`src/rtl/fetch_decode_unit_if.sv`:
```
// Bus bundle for fetch_decode_unit: instruction-memory read channel plus the
// valid/ready issue channel toward the execute stage.
interface fetch_decode_unit_if #(
  parameter int PC_W = 8
);
  logic            mem_req;
  logic [PC_W-1:0] mem_addr;
  logic            mem_valid;
  logic [15:0]     mem_rdata;
  logic            issue_valid;
  logic            issue_ready;
  logic [2:0]      alu_sel;
  logic [7:0]      operand_b;

  modport master (
    output mem_req, mem_addr,
    input  mem_valid, mem_rdata,
    output issue_valid, alu_sel, operand_b,
    input  issue_ready
  );

  modport slave (
    input  mem_req, mem_addr,
    output mem_valid, mem_rdata,
    input  issue_valid, alu_sel, operand_b,
    output issue_ready
  );
endinterface

```
`src/rtl/fetch_decode_unit.sv`:
```
// Fetch/decode front end of the 8-bit CPU: owns the PC, resolves JMP/HALT/NOP locally
// and issues ALU ops downstream. Define FDU_JZ_EN to decode opcode 1011 as JZ.
module fetch_decode_unit #(
  parameter int PC_W     = 8,
  parameter int RESET_PC = 0
) (
  input  logic                clk,
  input  logic                rst,
  fetch_decode_unit_if.master bus,
  input  logic                zero_flag,
  output logic [PC_W-1:0]     pc_out,
  output logic                halted,
  output logic                illegal_op
);

  typedef enum logic [1:0] {
    FETCH,
    DECODE,
    ISSUE,
    HALT
  } state_t;

  localparam logic [PC_W-1:0] RESET_PC_V = PC_W'(RESET_PC);
  localparam logic [3:0] OP_JMP  = 4'h8;
  localparam logic [3:0] OP_HALT = 4'h9;
  localparam logic [3:0] OP_NOP  = 4'hA;
  localparam logic [3:0] OP_JZ   = 4'hB;

  state_t          state_q, state_d;
  logic [PC_W-1:0] pc_q, pc_d;
  logic [11:0]     ir_q, ir_d;
  logic            mem_req_q, mem_req_d;
  logic            issue_valid_q, issue_valid_d;
  logic [2:0]      alu_sel_q, alu_sel_d;
  logic [7:0]      operand_b_q, operand_b_d;
  logic            halted_q, halted_d;
  logic            illegal_op_q, illegal_op_d;

  logic [3:0]      opcode;
  logic [7:0]      imm8;
  logic [PC_W-1:0] pc_inc;
  logic [PC_W-1:0] jump_target;
  logic            unused_bits;

  // The instruction register keeps only opcode and imm8; bits [11:8] are don't-care.
  assign opcode      = ir_q[11:8];
  assign imm8        = ir_q[7:0];
  assign pc_inc      = pc_q + PC_W'(1);
  assign jump_target = PC_W'(imm8);

`ifdef FDU_JZ_EN
  assign unused_bits = ^bus.mem_rdata[11:8];
`else
  assign unused_bits = ^{bus.mem_rdata[11:8], zero_flag};
`endif

  always_comb begin
    state_d       = state_q;
    pc_d          = pc_q;
    ir_d          = ir_q;
    mem_req_d     = mem_req_q;
    issue_valid_d = issue_valid_q;
    alu_sel_d     = alu_sel_q;
    operand_b_d   = operand_b_q;
    halted_d      = halted_q;
    illegal_op_d  = 1'b0;

    case (state_q)
      FETCH: begin
        // The request rises one cycle after entry, so mem_valid is only honoured once it is up.
        mem_req_d = 1'b1;
        if (mem_req_q && bus.mem_valid) begin
          ir_d      = {bus.mem_rdata[15:12], bus.mem_rdata[7:0]};
          mem_req_d = 1'b0;
          state_d   = DECODE;
        end
      end
      DECODE: begin
        state_d   = FETCH;
        mem_req_d = 1'b1;
        pc_d      = pc_inc;
        if (!opcode[3]) begin
          state_d       = ISSUE;
          mem_req_d     = 1'b0;
          issue_valid_d = 1'b1;
          alu_sel_d     = opcode[2:0];
          operand_b_d   = imm8;
        end else begin
          case (opcode)
            OP_JMP:  pc_d = jump_target;
            OP_HALT: begin
              state_d   = HALT;
              mem_req_d = 1'b0;
              pc_d      = pc_q;
              halted_d  = 1'b1;
            end
            OP_NOP:  pc_d = pc_inc;
`ifdef FDU_JZ_EN
            OP_JZ:   if (zero_flag) pc_d = jump_target;
`endif
            default: illegal_op_d = 1'b1;
          endcase
        end
      end
      ISSUE: begin
        if (bus.issue_ready) begin
          issue_valid_d = 1'b0;
          mem_req_d     = 1'b1;
          state_d       = FETCH;
        end
      end
      HALT: begin
        mem_req_d = 1'b0;
      end
      default: state_d = FETCH;
    endcase
  end

  always_ff @(posedge clk) begin
    if (rst) begin
      state_q       <= FETCH;
      pc_q          <= RESET_PC_V;
      ir_q          <= '0;
      mem_req_q     <= 1'b0;
      issue_valid_q <= 1'b0;
      alu_sel_q     <= '0;
      operand_b_q   <= '0;
      halted_q      <= 1'b0;
      illegal_op_q  <= 1'b0;
    end else begin
      state_q       <= state_d;
      pc_q          <= pc_d;
      ir_q          <= ir_d;
      mem_req_q     <= mem_req_d;
      issue_valid_q <= issue_valid_d;
      alu_sel_q     <= alu_sel_d;
      operand_b_q   <= operand_b_d;
      halted_q      <= halted_d;
      illegal_op_q  <= illegal_op_d;
    end
  end

  assign bus.mem_req     = mem_req_q;
  assign bus.mem_addr    = pc_q;
  assign bus.issue_valid = issue_valid_q;
  assign bus.alu_sel     = alu_sel_q;
  assign bus.operand_b   = operand_b_q;
  assign pc_out          = pc_q;
  assign halted          = halted_q;
  assign illegal_op      = illegal_op_q;

endmodule

```
`src/flat_wrapper.sv`:
```
// flat-port wrapper written by rule: the top's interface ports become plain ports
module fetch_decode_unit_flat 
#(
  parameter int PC_W     = 8,
  parameter int RESET_PC = 0
)
  (clk, rst, zero_flag, pc_out, halted, illegal_op, bus_mem_req, bus_mem_addr, bus_mem_valid, bus_mem_rdata, bus_issue_valid, bus_alu_sel, bus_operand_b, bus_issue_ready);
  fetch_decode_unit_if #(.PC_W(PC_W)) bus_i ();
  input  logic clk;
  input  logic rst;
  input  logic zero_flag;
  output logic [PC_W-1:0] pc_out;
  output logic halted;
  output logic illegal_op;
  output wire logic [$bits(bus_i.mem_req)-1:0] bus_mem_req;
  output wire logic [$bits(bus_i.mem_addr)-1:0] bus_mem_addr;
  input wire logic [$bits(bus_i.mem_valid)-1:0] bus_mem_valid;
  input wire logic [$bits(bus_i.mem_rdata)-1:0] bus_mem_rdata;
  output wire logic [$bits(bus_i.issue_valid)-1:0] bus_issue_valid;
  output wire logic [$bits(bus_i.alu_sel)-1:0] bus_alu_sel;
  output wire logic [$bits(bus_i.operand_b)-1:0] bus_operand_b;
  input wire logic [$bits(bus_i.issue_ready)-1:0] bus_issue_ready;
  assign bus_mem_req = bus_i.mem_req;
  assign bus_mem_addr = bus_i.mem_addr;
  assign bus_i.mem_valid = bus_mem_valid;
  assign bus_i.mem_rdata = bus_mem_rdata;
  assign bus_issue_valid = bus_i.issue_valid;
  assign bus_alu_sel = bus_i.alu_sel;
  assign bus_operand_b = bus_i.operand_b;
  assign bus_i.issue_ready = bus_issue_ready;
  fetch_decode_unit #(.PC_W(PC_W), .RESET_PC(RESET_PC)) u_core (.clk(clk), .rst(rst), .bus(bus_i), .zero_flag(zero_flag), .pc_out(pc_out), .halted(halted), .illegal_op(illegal_op));
endmodule
```
`config.mk`:
```
export PLATFORM = sky130hd
export DESIGN_NAME = fetch_decode_unit_flat
export DESIGN_NICKNAME = d
export VERILOG_FILES = /design/src/rtl/fetch_decode_unit_if.sv /design/src/rtl/fetch_decode_unit.sv /design/src/flat_wrapper.sv
export SDC_FILE = /design/constraint.sdc
export NUM_CORES = 1
export LEC_CHECK = 0
export ABC_AREA = 1
export BUFFER_PORTS_ARGS = -buffer_cell sky130_fd_sc_hd__buf_2
export CAP_MARGIN = 20
export CORE_ASPECT_RATIO = 0.75
export CORE_MARGIN = 4
export CORE_UTILIZATION = 30
export CTS_CLUSTER_DIAMETER = 30
export CTS_CLUSTER_SIZE = 30
export DETAILED_ROUTE_END_ITERATION = 8
export HOLD_SLACK_MARGIN = 0.1
export SLEW_MARGIN = 20
export SYNTH_ARGS = -nofsm -noshare
export SYNTH_HDL_FRONTEND = slang
export SYNTH_SLANG_ARGS = --single-unit
```
`constraint.sdc`:
```
create_clock -name clk -period 1.6 [get_ports clk]
set_input_delay 0.16 -clock clk [delete_from_list [all_inputs] [get_ports clk]]
set_output_delay 0.16 -clock clk [all_outputs]
set_load 0.05 [all_outputs]
```
==> implementation parameters <==
Parameter                              Value

STA
  Achievable clock frequency    682 MHz
  Setup violators final    0
  Setup repair after global routing missed its margin    true
  Final Hold Viols    0
  Post-Route Setup TNS    0 ps
  Transition time at the pin with the least slew margin    481 ps
  Post-route minimum period    1470 ps
  Worst setup margin    134 ps
  Relative slew slack    67.7%
  Crit share post-route    91.6%
  Layout Skew    9.82 ps
  Max Slew Vio Count    0

Yosys
  Average size of a mapped cell    7.13 um2
  Yosys cell types    21
  Dominant cells by area after synthesis    sky130_fd_sc_hd__dfxtp_1 (43%), sky130_fd_sc_hd__nand2_1 (10%), sky130_fd_sc_hd__o21ai_0 (9.3%), sky130_fd_sc_hd__a21oi_1 (8.4%), sky130_fd_sc_hd__nor2_1 (6.6%)
  Seq/Total Area, Yosys    43.1%
  Register bit total from synthesis    37
  Gate Count Post-Synth    241
  Share of flip-flops with an asynchronous set or reset after synthesis    0%
  Cell taking the most area after synthesis    sky130_fd_sc_hd__dfxtp_1
  Post-synthesis instance area    1720 um2
  Post-Synthesis Net Count    267
  Leading register cell type out of synthesis    sky130_fd_sc_hd__dfxtp_1
  EDFF count, synth    0
  Area share of the largest cell type after synthesis    43.1%
  Count of synthesis-stage warnings from yosys    0

Setup path
  Crit path top cell by count    sky130_fd_sc_hd__inv_1
  Cells along the critical path    inv_1, ha_1, inv_1, nor2_1, inv_1, or2_1, a21oi_1
  Maximum fanout count along the critical path    6
  Startpoint-to-endpoint class of the critical path    reg2reg
  Required time of the worst setup path    1810 ps
  Max incr delay on CP    320 ps
  CP startpoint kind    flip-flop
  Slowest library cell on the worst path    sky130_fd_sc_hd__dfxtp_1
  FF-to-FF setup slack    130 ps
  Worst endpoint data arrival time    1680 ps
  Element type at the critical path end    flip-flop

Detailed routing
  Post-Route WL    4.07 mm
  Average routed wire per standard cell    11.3 um
  Starting DRC count in detailed routing    128
  Routed Antenna Nets    0
  Number of vias in the routed layout    1,599
  Number of search-and-repair iterations in the first detailed-routing pass    4
  Routed vias/inst    4.43
  Detailed-route DRC error count    0

Cells and area
  Core occupancy in the finished layout    38.7%
  Final std cell area, no fill    2110 um2
  Fillcell total    595
  Layout cell share with drive strength beyond 1    23.4%
  # diodes    0
  Footprint of the flip-flops and latches    743 um2
  Area grow syn2layout    22.7%
  Multi-input gate area in the final layout    763 um2
  Final net count    311

Min path
  Worst min-delay path class    in2reg

Power and ir drop
  Worst vdd ir    0.000895 V
  Leakage power total    0.00100 uW
  Fraction of power consumed by the clock network    18.6%
  Pwr/cell area    1680 nW/um2
  Flop pwr share    36.3%
  Switching Fraction    46.5%
  Net switching power figure    1650 uW
  Proportion of power drawn by combinational gates    45.2%
  Post-layout total power    3550 uW
  P_int    1900 uW

Global route
  Vias in the first global route    1,405
  Remaining global-route overflow    0
  Pin count of the biggest net entering global routing    26
  Number of antenna violations at the first check in global routing    0
  Wire length of the first global-routing pass    6.51 mm
  GRT Total Usage    11.9%

Clock network
  Number of buffers on the longest clock path    2
  Number of H-tree branching levels    2
  Total number of clock tree sinks    37
  Clk root buf    sky130_fd_sc_hd__clkbuf_8
  Post-CTS setup buffers    0
  Reg clk slew, reported paths    80 ps
  Insertion delay of the later-clocked pin in the worst-skew pair    280 ps
  Number of clock buffers inserted by TritonCTS    5
  Clock tree from TritonCTS    done

Run
  Max-cap viol count    0

Outcome
  Outcome    finished, final reports clean

Die
  Std-Cell Core Area    5440 um2
  Number of top-level design ports    52
  Die Wd    95.4 um
  Die Ht    73.5 um
  Starting Density    31.6%
  Die Footprint    7010 um2
  Number of standard-cell rows in the floorplan    23

Placement
  Worst Setup Slack post-DPL    189 ps
  IO Port Bufs    46
  Global placement routability congestion    0.769
  Total cell area at the placement stage    2000 um2
  Final HPWL DP    3.03 mm
-- layer usage --
layer | wire length (um) | global-route usage (%) | up-vias
met4 | 8 | 3.63 | 0
met1 | 2160 | 17.1 | 693
met5 | 0 | 0 | -
met3 | 268 | 3.07 | 2
met2 | 1630 | 17.5 | 48
li1 | - | - | 856
-- worst max-delay path, delay by kind of cell, from the launching register on --
kind                     cells  cell delay (ps)
AO/OA/AOI/OAI                1              130
adder cells (fa/ha/maj)      1              250
buffers and inverters        3              330
flip-flops                   1              320
AND/OR/NAND/NOR              2              370
-- cells in the final DEF, fill, tap and decap left out --
master	netlist	final
sky130_fd_sc_hd__nand3_2	1	1
sky130_fd_sc_hd__nand3_1	8	8
sky130_fd_sc_hd__buf_2	2	46
sky130_fd_sc_hd__o21ai_1	1	1
sky130_fd_sc_hd__clkinv_2	0	1
sky130_fd_sc_hd__ha_1	5	5
sky130_fd_sc_hd__dfxtp_2	0	2
sky130_fd_sc_hd__o21ai_0	32	32
sky130_fd_sc_hd__or2_1	1	1
sky130_fd_sc_hd__clkbuf_8	0	5
sky130_fd_sc_hd__a21oi_1	29	29
sky130_fd_sc_hd__nand3b_1	1	1
sky130_fd_sc_hd__inv_1	28	28
sky130_fd_sc_hd__dfxtp_1	37	35
sky130_fd_sc_hd__dlygate4sd3_1	0	1
sky130_fd_sc_hd__o2111ai_1	1	1
sky130_fd_sc_hd__nor2_2	3	4
sky130_fd_sc_hd__nand2_1	46	46
sky130_fd_sc_hd__nor3_1	1	1
sky130_fd_sc_hd__nand4_1	1	1
sky130_fd_sc_hd__buf_12	0	2
sky130_fd_sc_hd__buf_4	9	4
sky130_fd_sc_hd__clkinv_4	0	2
sky130_fd_sc_hd__nor2_1	30	29
-- logic make-up (layout without fill, tap and decap cells) --
family	count (synthesis)	after routing	share of synthesized area, %
AO/OA/AOI/OAI	63	63	18.6
flip-flops	37	37	43.1
adder cells (fa/ha/maj)	5	5	3.64
AND/OR/NAND/NOR	92	92	22.1
buffers and inverters	44	89	12.6
-- layout make-up --
class	count	share of cell area, %
Inverter	28	4.99
Timing Repair Buffer	53	14.7
Clock inverter	3	1.07
Multi-Input combinational cell	160	36.2
Sequential cell	37	35.3
Tap cell	75	4.45
Clock buffer	5	3.27
-- power by group through the flow --
stage,combinational [uW],clock (uW),sequential [uW]
after floorplan,811,0,1720
final,1600,659,1290
after global placement,1590,0,1310
after detailed placement,1600,0,1310
after global routing,1770,727,1320
after CTS,1610,681,1290
-- worst paths after layout --
check,startpoint,to,depth (start not counted)
setup / recovery,u_core.state_q[1]$_SDFFE_PP0P_,u_core.bus.issue_valid$_SDFFE_PP0P_,7
hold / removal,bus_mem_rdata[2],u_core.ir_q[2]$_SDFFE_PP0P_,3
setup reg to reg,u_core.state_q[1]$_SDFFE_PP0P_,u_core.bus.issue_valid$_SDFFE_PP0P_,7
hold reg to reg,u_core.halted$_SDFFE_PP0P_,u_core.halted$_SDFFE_PP0P_,2
-- cell usage after synthesis, types with 2 or more instances --
cell type                  count
sky130_fd_sc_hd__nand2_1      46
sky130_fd_sc_hd__buf_2         2
sky130_fd_sc_hd__nor2_2        3
sky130_fd_sc_hd__a21oi_1      29
sky130_fd_sc_hd__clkbuf_1      2
sky130_fd_sc_hd__buf_4         9
sky130_fd_sc_hd__ha_1          5
sky130_fd_sc_hd__nor2_1       30
sky130_fd_sc_hd__buf_6         2
sky130_fd_sc_hd__dfxtp_1      37
sky130_fd_sc_hd__nand3_1       8
sky130_fd_sc_hd__inv_1        28
sky130_fd_sc_hd__o21ai_0      32
-- state kept, by name, indices dropped and copies added (netlist names) --
| name | cells |
|---|---|
| u_core.bus.issue_valid | 1 |
| u_core.bus.alu_sel | 3 |
| u_core.illegal_op | 1 |
| u_core.ir_q | 12 |
| u_core.bus.mem_addr | 8 |
| u_core.bus.operand_b | 8 |
| u_core.bus.mem_req | 1 |
| u_core.state_q | 2 |
| u_core.halted | 1 |
-- what timing repair did --
item / 4_1_cts / 5_1_grt
hold buffers: 1 / 0
setup endpoints to repair: 0 / 2
hold endpoints to repair: 1 / 0
gates resized for setup: 0 / 1
-- through the flow --
| stage | hold slack [ps] | cells |
|---|---|---|
| floorplan | 229 | 241 |
| global placement | 389 | 352 |
| detailed placement | 397 | 352 |
| CTS | 103 | 361 |
| global route | 119 | 361 |
| finish | 104 | 361 |
Note: power is estimated with default switching activity, not from simulation.
